--- config.mk ---
export PLATFORM = sky130hd
export DESIGN_NAME = clock_time_core_flat
export DESIGN_NICKNAME = d
export VERILOG_FILES = /design/src/rtl/clock_time_core_pkg.sv /design/src/rtl/clock_time_core_if.sv /design/src/rtl/clock_time_core_bcd2_counter.sv /design/src/rtl/clock_time_core.sv /design/src/flat_wrapper.sv
export SDC_FILE = /design/constraint.sdc
export NUM_CORES = 1
export LEC_CHECK = 0
export ABC_AREA = 1
export CAP_MARGIN = 25
export CORE_AREA = 5 5 117 119
export CTS_CLUSTER_SIZE = 12
export DETAILED_ROUTE_END_ITERATION = 12
export DIE_AREA = 0 0 122 124
export GPL_TIMING_DRIVEN = 0
export PLACE_DENSITY = 0.75
export SLEW_MARGIN = 20
export SYNTH_ARGS = -nofsm -noshare
export SYNTH_HDL_FRONTEND = slang
export SYNTH_SLANG_ARGS = --single-unit
--- constraint.sdc ---
create_clock -name clk -period 1.9 [get_ports clk]
set_clock_uncertainty 0.1 [all_clocks]
set_input_delay 0.57 -clock clk [delete_from_list [all_inputs] [get_ports clk]]
set_output_delay 0.57 -clock clk [all_outputs]
set_load 0.1 [all_outputs]
--- src/rtl/clock_time_core_pkg.sv ---
// Shared types and BCD limits for the time-of-day engine.
package clock_pkg;

   typedef enum logic {
      MODE_RUN = 1'b0,
      MODE_SET = 1'b1
   } mode_e;

   localparam logic [7:0] HOUR_MAX = 8'h23;
   localparam logic [7:0] MIN_MAX  = 8'h59;
   localparam logic [7:0] SEC_MAX  = 8'h59;

   // Next value of a packed two-digit BCD counter that wraps to 00 after max.
   function automatic logic [7:0] bcd2_next(input logic [7:0] v, input logic [7:0] max);
      if (v == max)
         return 8'h00;
      else if (v[3:0] >= 4'd9)
         return {v[7:4] + 4'd1, 4'h0};
      else
         return v + 8'd1;
   endfunction

endpackage

--- src/rtl/clock_time_core_if.sv ---
// Key inputs and display-facing outputs of the time-of-day engine.
interface clock_time_core_if;

   logic       key_mode;
   logic       key_inc_h;
   logic       key_inc_m;
   logic [3:0] h_cntH;
   logic [3:0] h_cntL;
   logic [3:0] m_cntH;
   logic [3:0] m_cntL;
   logic [3:0] s_cntH;
   logic [3:0] s_cntL;
   logic [7:0] set_h;
   logic [7:0] set_m;
   logic       mode;
   logic       scan_en;

   modport master (
      output key_mode, key_inc_h, key_inc_m,
      input  h_cntH, h_cntL, m_cntH, m_cntL, s_cntH, s_cntL,
      input  set_h, set_m, mode, scan_en
   );

   modport slave (
      input  key_mode, key_inc_h, key_inc_m,
      output h_cntH, h_cntL, m_cntH, m_cntL, s_cntH, s_cntL,
      output set_h, set_m, mode, scan_en
   );

endinterface

--- src/rtl/clock_time_core_bcd2_counter.sv ---
// Two-digit packed-BCD counter wrapping at MAX; a load overrides an increment.
module bcd2_counter
   import clock_pkg::*;
#(
   parameter logic [7:0] MAX = 8'h59
) (
   input  logic       clk,
   input  logic       rstn,
   input  logic       inc,
   input  logic       load,
   input  logic [7:0] load_val,
   output logic [7:0] q,
   output logic       carry
);

   logic [7:0] q_q;
   logic [7:0] q_d;

   always_comb begin
      // NOTE: q_d takes its hold value first, so no path leaves it unassigned and no latch is inferred.
      q_d = q_q;
      if (load)
         q_d = load_val;
      else if (inc)
         q_d = bcd2_next(q_q, MAX);
   end

   // NOTE: state updates use non-blocking assignments so every flop samples pre-edge values.
   always_ff @(posedge clk) begin
      if (!rstn)
         q_q <= 8'h00;
      else
         q_q <= q_d;
   end

   assign q     = q_q;
   assign carry = inc && (q_q == MAX);

endmodule

--- src/rtl/clock_time_core.sv ---
// BCD time-of-day engine: second prescaler, scan strobe, time counters and RUN/SET preset editor.
module clock_time_core
   import clock_pkg::*;
#(
   parameter int CLK_FREQ = 50_000_000,
   parameter int SCAN_DIV = 50_000
) (
   input  logic              clk,
   input  logic              rstn,
   clock_time_core_if.slave  bus
);

   localparam int PW = $clog2(CLK_FREQ);
   localparam int SW = $clog2(SCAN_DIV);
   localparam logic [PW-1:0] PRESC_LAST = PW'(CLK_FREQ - 1);
   localparam logic [SW-1:0] SCAN_LAST  = SW'(SCAN_DIV - 1);

   mode_e         state_q, state_d;
   logic [PW-1:0] presc_q, presc_d;
   logic [SW-1:0] scan_cnt_q, scan_cnt_d;
   logic          scan_en_q, scan_en_d;

   logic       tick;
   logic       load_time;
   logic       load_preset;
   logic       inc_set_h;
   logic       inc_set_m;
   logic       sec_carry;
   logic       min_carry;
   logic       hour_carry_unused;
   logic       set_h_carry_unused;
   logic       set_m_carry_unused;
   logic [7:0] hour_q, min_q, sec_q, set_h_q, set_m_q;

   always_comb begin
      state_d     = state_q;
      load_time   = 1'b0;
      load_preset = 1'b0;
      inc_set_h   = 1'b0;
      inc_set_m   = 1'b0;
      tick        = (presc_q == PRESC_LAST);
      presc_d     = tick ? '0 : presc_q + PW'(1);
      scan_cnt_d  = (scan_cnt_q == SCAN_LAST) ? '0 : scan_cnt_q + SW'(1);
      scan_en_d   = (scan_cnt_d == SCAN_LAST);

      case (state_q)
         MODE_RUN: begin
            if (bus.key_mode) begin
               state_d     = MODE_SET;
               load_preset = 1'b1;
            end
         end
         MODE_SET: begin
            // Leaving SET restarts the second from zero; the counter load masks any tick due now.
            if (bus.key_mode) begin
               state_d   = MODE_RUN;
               load_time = 1'b1;
               presc_d   = '0;
            end else begin
               inc_set_h = bus.key_inc_h;
               inc_set_m = bus.key_inc_m;
            end
         end
         default: state_d = MODE_RUN;
      endcase
   end

   always_ff @(posedge clk) begin
      if (!rstn) begin
         state_q    <= MODE_RUN;
         presc_q    <= '0;
         scan_cnt_q <= '0;
         scan_en_q  <= 1'b0;
      end else begin
         state_q    <= state_d;
         presc_q    <= presc_d;
         scan_cnt_q <= scan_cnt_d;
         scan_en_q  <= scan_en_d;
      end
   end

   bcd2_counter #(.MAX(SEC_MAX)) u_sec (
      .clk(clk), .rstn(rstn), .inc(tick), .load(load_time), .load_val(8'h00),
      .q(sec_q), .carry(sec_carry)
   );

   bcd2_counter #(.MAX(MIN_MAX)) u_min (
      .clk(clk), .rstn(rstn), .inc(sec_carry), .load(load_time), .load_val(set_m_q),
      .q(min_q), .carry(min_carry)
   );

   bcd2_counter #(.MAX(HOUR_MAX)) u_hour (
      .clk(clk), .rstn(rstn), .inc(min_carry), .load(load_time), .load_val(set_h_q),
      .q(hour_q), .carry(hour_carry_unused)
   );

   // Presets capture the pre-advance time register, so a coinciding tick never leaks in.
   bcd2_counter #(.MAX(HOUR_MAX)) u_set_h (
      .clk(clk), .rstn(rstn), .inc(inc_set_h), .load(load_preset), .load_val(hour_q),
      .q(set_h_q), .carry(set_h_carry_unused)
   );

   bcd2_counter #(.MAX(MIN_MAX)) u_set_m (
      .clk(clk), .rstn(rstn), .inc(inc_set_m), .load(load_preset), .load_val(min_q),
      .q(set_m_q), .carry(set_m_carry_unused)
   );

   assign bus.h_cntH  = hour_q[7:4];
   assign bus.h_cntL  = hour_q[3:0];
   assign bus.m_cntH  = min_q[7:4];
   assign bus.m_cntL  = min_q[3:0];
   assign bus.s_cntH  = sec_q[7:4];
   assign bus.s_cntL  = sec_q[3:0];
   assign bus.set_h   = set_h_q;
   assign bus.set_m   = set_m_q;
   assign bus.mode    = state_q;
   assign bus.scan_en = scan_en_q;

endmodule
--- src/flat_wrapper.sv ---
// flat-port wrapper written by rule: the top's interface ports become plain ports
module clock_time_core_flat import clock_pkg::*;
#(
   parameter int CLK_FREQ = 50_000_000,
   parameter int SCAN_DIV = 50_000
)
  (clk, rstn, bus_key_mode, bus_key_inc_h, bus_key_inc_m, bus_h_cntH, bus_h_cntL, bus_m_cntH, bus_m_cntL, bus_s_cntH, bus_s_cntL, bus_set_h, bus_set_m, bus_mode, bus_scan_en);
  clock_time_core_if bus_i ();
  input  logic clk;
  input  logic rstn;
  input wire logic [$bits(bus_i.key_mode)-1:0] bus_key_mode;
  input wire logic [$bits(bus_i.key_inc_h)-1:0] bus_key_inc_h;
  input wire logic [$bits(bus_i.key_inc_m)-1:0] bus_key_inc_m;
  output wire logic [$bits(bus_i.h_cntH)-1:0] bus_h_cntH;
  output wire logic [$bits(bus_i.h_cntL)-1:0] bus_h_cntL;
  output wire logic [$bits(bus_i.m_cntH)-1:0] bus_m_cntH;
  output wire logic [$bits(bus_i.m_cntL)-1:0] bus_m_cntL;
  output wire logic [$bits(bus_i.s_cntH)-1:0] bus_s_cntH;
  output wire logic [$bits(bus_i.s_cntL)-1:0] bus_s_cntL;
  output wire logic [$bits(bus_i.set_h)-1:0] bus_set_h;
  output wire logic [$bits(bus_i.set_m)-1:0] bus_set_m;
  output wire logic [$bits(bus_i.mode)-1:0] bus_mode;
  output wire logic [$bits(bus_i.scan_en)-1:0] bus_scan_en;
  assign bus_i.key_mode = bus_key_mode;
  assign bus_i.key_inc_h = bus_key_inc_h;
  assign bus_i.key_inc_m = bus_key_inc_m;
  assign bus_h_cntH = bus_i.h_cntH;
  assign bus_h_cntL = bus_i.h_cntL;
  assign bus_m_cntH = bus_i.m_cntH;
  assign bus_m_cntL = bus_i.m_cntL;
  assign bus_s_cntH = bus_i.s_cntH;
  assign bus_s_cntL = bus_i.s_cntL;
  assign bus_set_h = bus_i.set_h;
  assign bus_set_m = bus_i.set_m;
  assign bus_mode = bus_i.mode;
  assign bus_scan_en = bus_i.scan_en;
  clock_time_core #(.CLK_FREQ(CLK_FREQ), .SCAN_DIV(SCAN_DIV)) u_core (.clk(clk), .rstn(rstn), .bus(bus_i));
endmodule
Word-level counts from Yosys, hierarchy flattened
Index checks and enable logic that the tools add are counted.

Logic and storage cells: 74. Register bits: 84.

Bitwise gates (word level): 2. Reductions and logical operators: 7. $lt $le $gt $ge: 5. Add/sub/neg operators: 12. Multiplexer cells: 31. Eq/ne operators: 8.

Operator list (number): $mux 8 (18); $mux 26 (3); $add 8x1->8 const B (5); $eq 16x16->1 const B (2); $add 26x1->26 const B (1); $eq 26x26->1 const B (1); $eq 8x7->1 const B (3); $add 4x1->4 const B (5); $ge 4x4->1 const B (5); $add 16x1->16 const B (1); $eq 8x6->1 const B (2); $mux 16 (1); $mux 1 (8); $reduce_bool 2->1 (4); $logic_and 1x1->1 (2); $not 1->1 (2); $pmux 1 s2 (1); $reduce_or 2->1 (1).

Longest topological paths before layout
Gate-level depths: netlist (run 1).

Depth in word-level cells: 5. Depth in mapped cells: 12. Gate-level depth less buffers: 12.

By module
From an unflattened synthesis (run 1), not the netlist that was laid out.

Cell total of the unflattened synthesis: 792. Area total of the unflattened synthesis: 5642.9 µm².

By module, submodules not included: clock_time_core (cells an instance 362, instances 1, area each 2523.7 µm²); bcd2_counter at u_core.u_min ... (cells an instance 86, instances 3, area each 629.4 µm²); bcd2_counter at u_core.u_hour ... (cells an instance 86, instances 2, area each 615.6 µm²).

Worst setup path after synthesis (run 1)
Ideal clock, no wire load.

Kind: reg-to-reg. Start point: reg u_core.u_set_h.q_q[0] (netlist: u_core.u_set_h.q[0]). End point: reg u_core.u_set_h.q_q[7] (netlist: u_core.u_set_h.q[7]). Setup slack: -0.506 ns. Path buffers: 0. Period minus slack after synthesis: 2.406 ns. Stages on the path, launching flop included: 9. Arrival: 2.183 ns. Cells stage by stage: dfxtp_1 -> inv_1 -> ha_1 -> a31oi_1 -> nand2_1 -> nor2_1 -> nand2_1 -> nand3_1 -> a21oi_1.

Cells in the longest elaborated chain, start to end: 5.

RTL lines: from (decl) (line clock_time_core_bcd2_counter.sv:16) `logic [7:0] q_q;`; from (signal assigned) (line clock_time_core_bcd2_counter.sv:33) `q_q <= q_d;`; $add 8x1->8 / $ge 4x4->1 (equally long branches) (line clock_time_core_pkg.sv:20, clock_time_core_pkg.sv:17); $mux 8 (line clock_time_core_pkg.sv:17) `else if (v[3:0] >= 4'd9)`; $mux 8 * (line clock_time_core_pkg.sv:15) `if (v == max)`; $mux 8 * (line clock_time_core_bcd2_counter.sv:24) `else if (inc)`; $mux 8 * (line clock_time_core_bcd2_counter.sv:22) `if (load)`.

Mark *: on every way between the ends. The rest lies on a longest branch, timed or not. The select of a mux whose other input is x is not followed. A chain may end at the register's enable or synchronous reset.

Final worst setup path (run 1)
Start point: reg u_core.u_set_m.q_q[0] (netlist: u_core.u_set_m.q[0]). End point: out bus_set_m[0].

RTL lines: from (decl) (line clock_time_core_bcd2_counter.sv:16); from (signal assigned) (line clock_time_core_bcd2_counter.sv:33); to (decl) (line flat_wrapper.sv:21) `output wire logic [$bits(bus_i.set_m)-1:0] bus_set_m;`.

No word-level cell between the ends.

==> summary.md, run 1 <==
| Metric | Value |
|---|---|
| Leak | `2.747 nW` |
| Fmax | `534.3 MHz` |
| Residual DRC | `0` |
| Die W | `122 um` |
| Multiplexer area fraction after synthesis | `0` |
| Crit-path slowest cell | `buf_2` |
| Placed cell areas | `6192 um^2` |
| Worst VDD drop | `0.5880 mV` |
| Final ANT Viol Nets | `0` |
| Number of max-cap violations | `0` |
| Number of global-route vias before repair | `4873` |
| Synth Area in XOR/XNOR | `0.04017` |
| Share of layout cells above drive strength 1 | `0.2002` |
| Placed Cells | `1031` |
| Hold Crit Class | `flip-flop to flip-flop` |
| Crit path max-delay family | `buffers and inverters` |
| Synth area leader | `dfxtp_1` |
| Layout Area Growth over Synthesis | `20.04%` |
| Endpoints failing hold | `0` |
| Synthesized area | `5451 um^2` |
| Max-slew violations | `0` |
| Fillers | `1245` |
| GRT Resource Usage Total | `0.1853` |
| Final std cells w/o fill | `1051` |
| Antenna cells | `0` |
| Post-synth top flop | `dfxtp_1` |
| Simple-gate share of the synthesized area | `0.3948` |
| Nets@finish | `910` |
| CP Data Arrival Time | `1.20 ns` |
| Clock Sinks | `84` |
| Post-synth top cells | `nand2_1, nor2_1, inv_1` |
| Worst-path clk slew | `0.06 ns` |
| Final critical-path share of the clock period | `0.9850` |
| Adder-Cell Fraction of Synth Area | `0.06885` |
| CTS tree | `done` |
| WS Path Type | `flip-flop to output pin` |
| Worst-skew pair later-pin latency | `0.35 ns` |
| Critical Path Source | `u_core.u_set_m.q[0]` |
| IO Port Bufs | `45` |
| Synthesized instance count | `814` |
| Die H | `124 um` |
| Grt total ovfl | `0` |
| H-Tree Depth | `3` |
| Cts hold-fix bufs | `0` |
| Asr flop ratio synth | `0` |
| Largest cells by area after synthesis | `dfxtp_1, nand2_1, nand3_1, nor2_1, ha_1` |
| GP Congestion | `0.9077` |
| Status | `complete, no violations` |
| Final WL | `13730 um` |
| Worst setup margin | `0.02847 ns` |
| Post-synthesis sequential area ratio | `0.3085` |
| Top cell type's share of synthesized area | `0.3085` |
| Worst Path Max Fanout | `6` |
| Crit. End Element | `output pin` |
| Vias per std cell | `5.208` |
| Synthesized Nets | `849` |
| Initial DRC count | `501` |
| Place WS | `-0.7536 ns` |
| Worst r2r src | `u_core.presc_q[1]` |
| Final HPWL DP | `10150 um` |
| Design Area, Final | `6544 um^2` |
| Initial antenna violation count | `0` |
| Num rows | `41` |
| First-pass GRT wire length | `22900 um` |
| Max incr delay on CP | `0.45 ns` |
| Worst hold start | `u_core.presc_q[0]` |
| Core area | `12470 um^2` |
| Worst Tran Pin Value | `0.6071 ns` |
| Compound-gate portion of the synthesized area | `0.1031` |
| Post-synth EDFFs | `0` |
| Buf+Inv Stages, Crit Path | `1` |
| Max clock buf depth | `2` |
| PwrDens | `712.4 nW/um^2` |
| Total die area | `15130 um^2` |
| Total Power | `4.662 mW` |
| Critical Path Source Type | `flip-flop` |
| Synth unique cells | `42` |
| Top Ports | `47` |
| CP Data Required Time | `1.23 ns` |
| Min Clock Period, post-route | `1.872 ns` |
| Starting Density | `0.4373` |
| Routed WL per cell | `13.07 um` |
| Pre-antenna DRT Iters | `5` |
| Max-Slew Margin vs Limit | `0.5953` |
| Largest family of logic cells by synthesized area | `simple AND/OR/NAND/NOR gates` |
| Yosys warns | `0` |
| CTS Buf Count | `9` |
| Final setup violation count | `0` |
| Crit path cell chain | `buf_2` |
| Top-count cell post-synth | `nand2_1` |
| Vias | `5474` |
| Synth Register Bits | `84` |
| Avg Cell Area, Syn | `6.697 um^2` |
| Largest net degree at the start of global routing | `14` |
| CTS root buf | `clkbuf_16` |
-- cell families after synthesis --
group           after synthesis
compound gates              103
buf+inv                     121
xor+xnor                     25
flops                        84
simple gates                451
fa+ha+maj                    30
-- sequential cells by signal (all words and copies together) (netlist names) --
| register | count |
|---|---|
| u_core.bus.mode | 1 |
| u_core.bus.scan_en | 1 |
| u_core.presc_q | 26 |
| u_core.scan_cnt_q | 16 |
| u_core.u_hour.q | 8 |
| u_core.u_min.q | 8 |
| u_core.u_sec.q | 8 |
| u_core.u_set_h.q | 8 |
| u_core.u_set_m.q | 8 |
-- area by class of cell --
class	count	area, um^2	share of cell area
multi-input combinational	609	3452	0.5275
timing repair buffer	50	320.3	0.04895
tap	172	215.2	0.03289
clock inverter	5	77.57	0.01185
buffer	14	81.33	0.01243
inverter	107	405.4	0.06195
sequential	84	1763	0.2694
clock buffer	10	229.0	0.03499
-- metal layers --
metal	vias to the layer above	routed length, um	GRT usage
met5	-	0	0
met4	0	215	0.05252
met3	15	772	0.03906
met2	151	6558	0.3139
met1	2507	6186	0.2392
li1	2801	-	-
-- report_power, final --
| group | switching (mW) | internal, mW |
|---|---|---|
| registers | 0.0951 | 1.83 |
| logic | 0.685 | 0.204 |
| clock network | 0.711 | 1.14 |
-- path summary, 6_finish.rpt --
path,to,slack (ns),depth (start not counted)
setup / recovery,bus_set_m[0],0.03,1
hold / removal,u_core.presc_q[0],0.35,1
setup reg to reg,u_core.u_hour.q[5],0.09,10
hold reg to reg,u_core.presc_q[0],0.35,1
-- cells in the final DEF (no fill, tap or decap), types with 3 or more instances in the layout --
cell type and n:
nor2_4 7, clkbuf_2 5, nand2_8 3, clkbuf_1 5, nor3_1 29, nand4_1 25
nand2_2 4, o211ai_1 3, nor2_2 14, inv_1 96, clkbuf_4 4, nand3_1 88
nand3_4 4, ha_1 28, dfxtp_2 29, nand2_1 157, inv_2 9, buf_4 7
dfxtp_4 12, o21ai_1 4, xor2_1 19, nor2_1 99, buf_2 36, xnor2_1 6
a31oi_1 3, nand3_2 3, nor3_4 5, clkbuf_16 9, o21ai_0 33, dfxtp_1 43
a21oi_1 47, nand2_4 3
-- metrics by stage --
stage,utilization,hold slack [ns],TNS (ns)
2_1_floorplan,-,0.3173,0
3_3_place_gp,0.4967,0.3336,-37.51
3_5_place_dp,0.4967,0.3391,-38.36
4_1_cts,0.5086,0.3516,0
5_1_grt,0.5249,0.3727,-0.1677
6_report,0.5249,0.3530,0
-- timing repair --
| item | in CTS | in global routing |
|---|---|---|
| hold endpoints to repair | 0 | 0 |
| endpoints found under the setup margin | 78 | 56 |
| setup buffers | 1 | 4 |
| pin swaps | 0 | 6 |
| gates resized for setup | 223 | 44 |
Power figures use the tool's default switching activity.
==> run 2: changes to the inputs <==
--- a/config.mk
+++ b/config.mk
@@ -12,6 +12,7 @@
 export DETAILED_ROUTE_END_ITERATION = 12
 export DIE_AREA = 0 0 122 124
 export GPL_TIMING_DRIVEN = 0
+export HOLD_SLACK_MARGIN = 0.08
 export PLACE_DENSITY = 0.75
 export SLEW_MARGIN = 20
 export SYNTH_ARGS = -nofsm -noshare
==> results of run 2 <==
Final layout, timing and power as in run 1 (identical DEF).
==> run 3: changes to the inputs <==
--- a/config.mk
+++ b/config.mk
@@ -13,7 +13,7 @@
 export DIE_AREA = 0 0 122 124
 export GPL_TIMING_DRIVEN = 0
 export HOLD_SLACK_MARGIN = 0.08
-export PLACE_DENSITY = 0.75
+export PLACE_DENSITY = 0.72
 export SLEW_MARGIN = 20
 export SYNTH_ARGS = -nofsm -noshare
 export SYNTH_HDL_FRONTEND = slang
==> constraint.sdc (replaced) <==
create_clock -name clk -period 2 [get_ports clk]
set_clock_uncertainty 0.1 [all_clocks]
set_input_delay 0.6 -clock clk [delete_from_list [all_inputs] [get_ports clk]]
set_output_delay 0.6 -clock clk [all_outputs]
set_load 0.1 [all_outputs]
==> run 3 against run 2 <==
Sequential power is 5% lower. Final area is 0.86% lower. First-iteration DRC count is 5.8% lower. Critical path depth stayed put. Die area stayed put. Via count is 0.73% lower. Combinational power is 6.1% lower. Non-clock buffer count is 1 higher. Routed wire length hardly changed. Critical endpoint is now bus_set_m[1]. Largest power group is now clock.
==> summary.md, run 3 (same netlist as run 1, synthesis figures left out) <==
| Metric | Value |
|---|---|
| Initial DRC count | `472 (-5.8%)` |
| Most frequent cells in the layout | `nand2_1, nor2_1, inv_1` |
| Crit-path slowest cell | `clkdlybuf4s18_2` |
| Worst r2r src | `u_core.presc_q[0]` |
| Grt total ovfl | `0 (unchanged)` |
| Placed Cells | `1031 (unchanged)` |
| Final std cells w/o fill | `1053 (+0.19%)` |
| Critical Path Source | `u_core.u_set_m.q[1]` |
| Final critical-path share of the clock period | `0.9810` |
| Total Power | `4.550 mW (-2.4%)` |
| Vias | `5434 (-0.73%)` |
| Max reg flops | `26 (unchanged)` |
| Reg2reg setup slack | `0.12 ns (+0.03 ns)` |
| Share of layout cells above drive strength 1 | `0.1862 (-0.01408)` |
| Largest registers | `u_core.presc_q x26, u_core.scan_cnt_q x16` |
| Max-Slew Margin vs Limit | `0.5674 (-0.02786)` |
| Number of global-route vias before repair | `4900 (+0.55%)` |
| WS Path Type | `flip-flop to output pin` |
| Largest net degree at the start of global routing | `14 (unchanged)` |
| CP Data Required Time | `1.30 ns (+0.07 ns)` |
| Final WL | `13740 um (about the same)` |
| Leak | `2.705 nW (-1.5%)` |
| Place WS | `-0.7131 ns (+0.04051 ns)` |
| Max incr delay on CP | `0.54 ns (+0.09 ns)` |
| Hold Crit Class | `flip-flop to flip-flop` |
| Buf+Inv Stages, Crit Path | `1 (unchanged)` |
| Worst setup margin | `0.03803 ns (+0.009552 ns)` |
| R2R Path End | `u_core.u_hour.q[7]` |
| CP Data Arrival Time | `1.26 ns (+0.06 ns)` |
| Final Util | `0.5204 (-0.004516)` |
| Commonest non-fill, non-tap cell in the layout | `nand2_1` |
| Layout Area Growth over Synthesis | `19.00%` |
| GR Util met1 | `0.2426 (+0.003441)` |
| Pre-antenna DRT Iters | `6 (+1)` |
| Routed WL per cell | `13.05 um (-0.15%)` |
| Die H | `124 um (unchanged)` |
| Worst Path Max Fanout | `5 (-1)` |
| WP depth | `1 (unchanged)` |
| Core area | `12470 um^2 (unchanged)` |
| Worst-path clk slew | `0.06 ns (about the same)` |
| GP Congestion | `0.9128 (+0.56%)` |
| Starting Density | `0.4373 (unchanged)` |
| IO Port Bufs | `45 (unchanged)` |
| Number of max-cap violations | `0 (unchanged)` |
| Die W | `122 um (unchanged)` |
| GRT met2 Usage | `0.3115 (-0.002417)` |
| Final HPWL DP | `10170 um (+0.17%)` |
| Worst VDD drop | `0.7094 mV (+21%)` |
| R2r worst-path depth | `10 (unchanged)` |
| Nets@finish | `911 (+0.11%)` |
| CP Capture Point | `bus_set_m[1]` |
| Cts hold-fix bufs | `0 (unchanged)` |
| Vias per std cell | `5.160 (-0.92%)` |
| Final ANT Viol Nets | `0 (unchanged)` |
| Status | `complete, no violations` |
| Total die area | `15130 um^2 (unchanged)` |
| Sum Neg Setup Slack | `0 ns (unchanged)` |
| Crit. End Element | `output pin` |
| H-Tree Depth | `3 (unchanged)` |
| Worst Tran Pin Value | `0.6488 ns (+0.04178 ns)` |
| Clock Sinks | `84 (unchanged)` |
| Busiest grt layer | `met2` |
| Min Clock Period, post-route | `1.962 ns` |
| Antenna cells | `0 (unchanged)` |
| Max-slew violations | `0 (unchanged)` |
| Initial antenna violation count | `0 (unchanged)` |
| CTS tree | `done` |
| CTS root buf | `clkbuf_16` |
| GRT Resource Usage Total | `0.1873 (+0.002065)` |
| Max clock buf depth | `2 (unchanged)` |
| Top Ports | `47 (unchanged)` |
| Residual DRC | `0 (unchanged)` |
| Endpoints failing hold | `0 (unchanged)` |
| Crit path max-delay family | `buffers and inverters` |
| CTS Buf Count | `9 (unchanged)` |
| Crit path cell chain | `clkdlybuf4s18_2` |
| Met3 usage | `0.04450 (+0.005450)` |
| Num rows | `41 (unchanged)` |
| Fmax | `509.7 MHz` |
| Top reg by flops | `u_core.presc_q` |
| PwrDens | `701.4 nW/um^2 (-1.5%)` |
| Worst-skew pair later-pin latency | `0.34 ns (about the same)` |
| First-pass GRT wire length | `23030 um (+0.57%)` |
| Final setup violation count | `0 (unchanged)` |
| Critical Path Source Type | `flip-flop` |
| RSZ-0062 raised after global routing | `yes` |
## run 3: where the power goes
group          internal [mW]  switching, mW  total [mW]
Clock                   1.22          0.670        1.89
Combinational          0.190          0.645       0.835
Sequential              1.74         0.0880        1.83
Total                   3.15           1.40        4.55
## run 3: area by class of cell
class,count,area (um^2)
Tap cell,172,215.2
Inverter,107,405.4
Clock inverter,5,100.1
Timing Repair Buffer,51,349.1
Fill cell,1237,5978
Multi-Input combinational cell,609,3385
Buffer,14,71.32
Sequential cell,84,1729
Clock buffer,11,232.7
## run 3: per-layer routing
layer	wire, um	up-vias
li1	-	2805
met1	6190	2456
met2	6584	146
met3	708	27
met4	255	0
met5	0	-
## run 3: worst min path at each step
stage | start | endpoint | slack [ns] | cells after the start
final | u_core.presc_q[0] | u_core.presc_q[0] | 0.32 | 1
after floorplan | u_core.presc_q[0] | u_core.presc_q[0] | 0.32 | 1
after detailed placement | u_core.presc_q[0] | u_core.presc_q[0] | 0.35 | 1
after global placement | u_core.presc_q[0] | u_core.presc_q[0] | 0.33 | 1
after global routing | u_core.presc_q[0] | u_core.presc_q[0] | 0.33 | 1
after CTS | u_core.presc_q[0] | u_core.presc_q[0] | 0.36 | 1
## run 3: stage by stage
step / instance area (um^2) / hold WS, ns
floorplan: 5497 / 0.3173
global placement: 6162 / 0.3316
detailed placement: 6162 / 0.3483
CTS: 6425 / 0.3619
global route: 6487 / 0.3336
finish: 6487 / 0.3220
## run 3: repair_timing
item,4_1_cts,5_1_grt
setup endpoints to repair,74,54
pin swaps,0,6
setup buffers,1,5
resized for setup,189,41
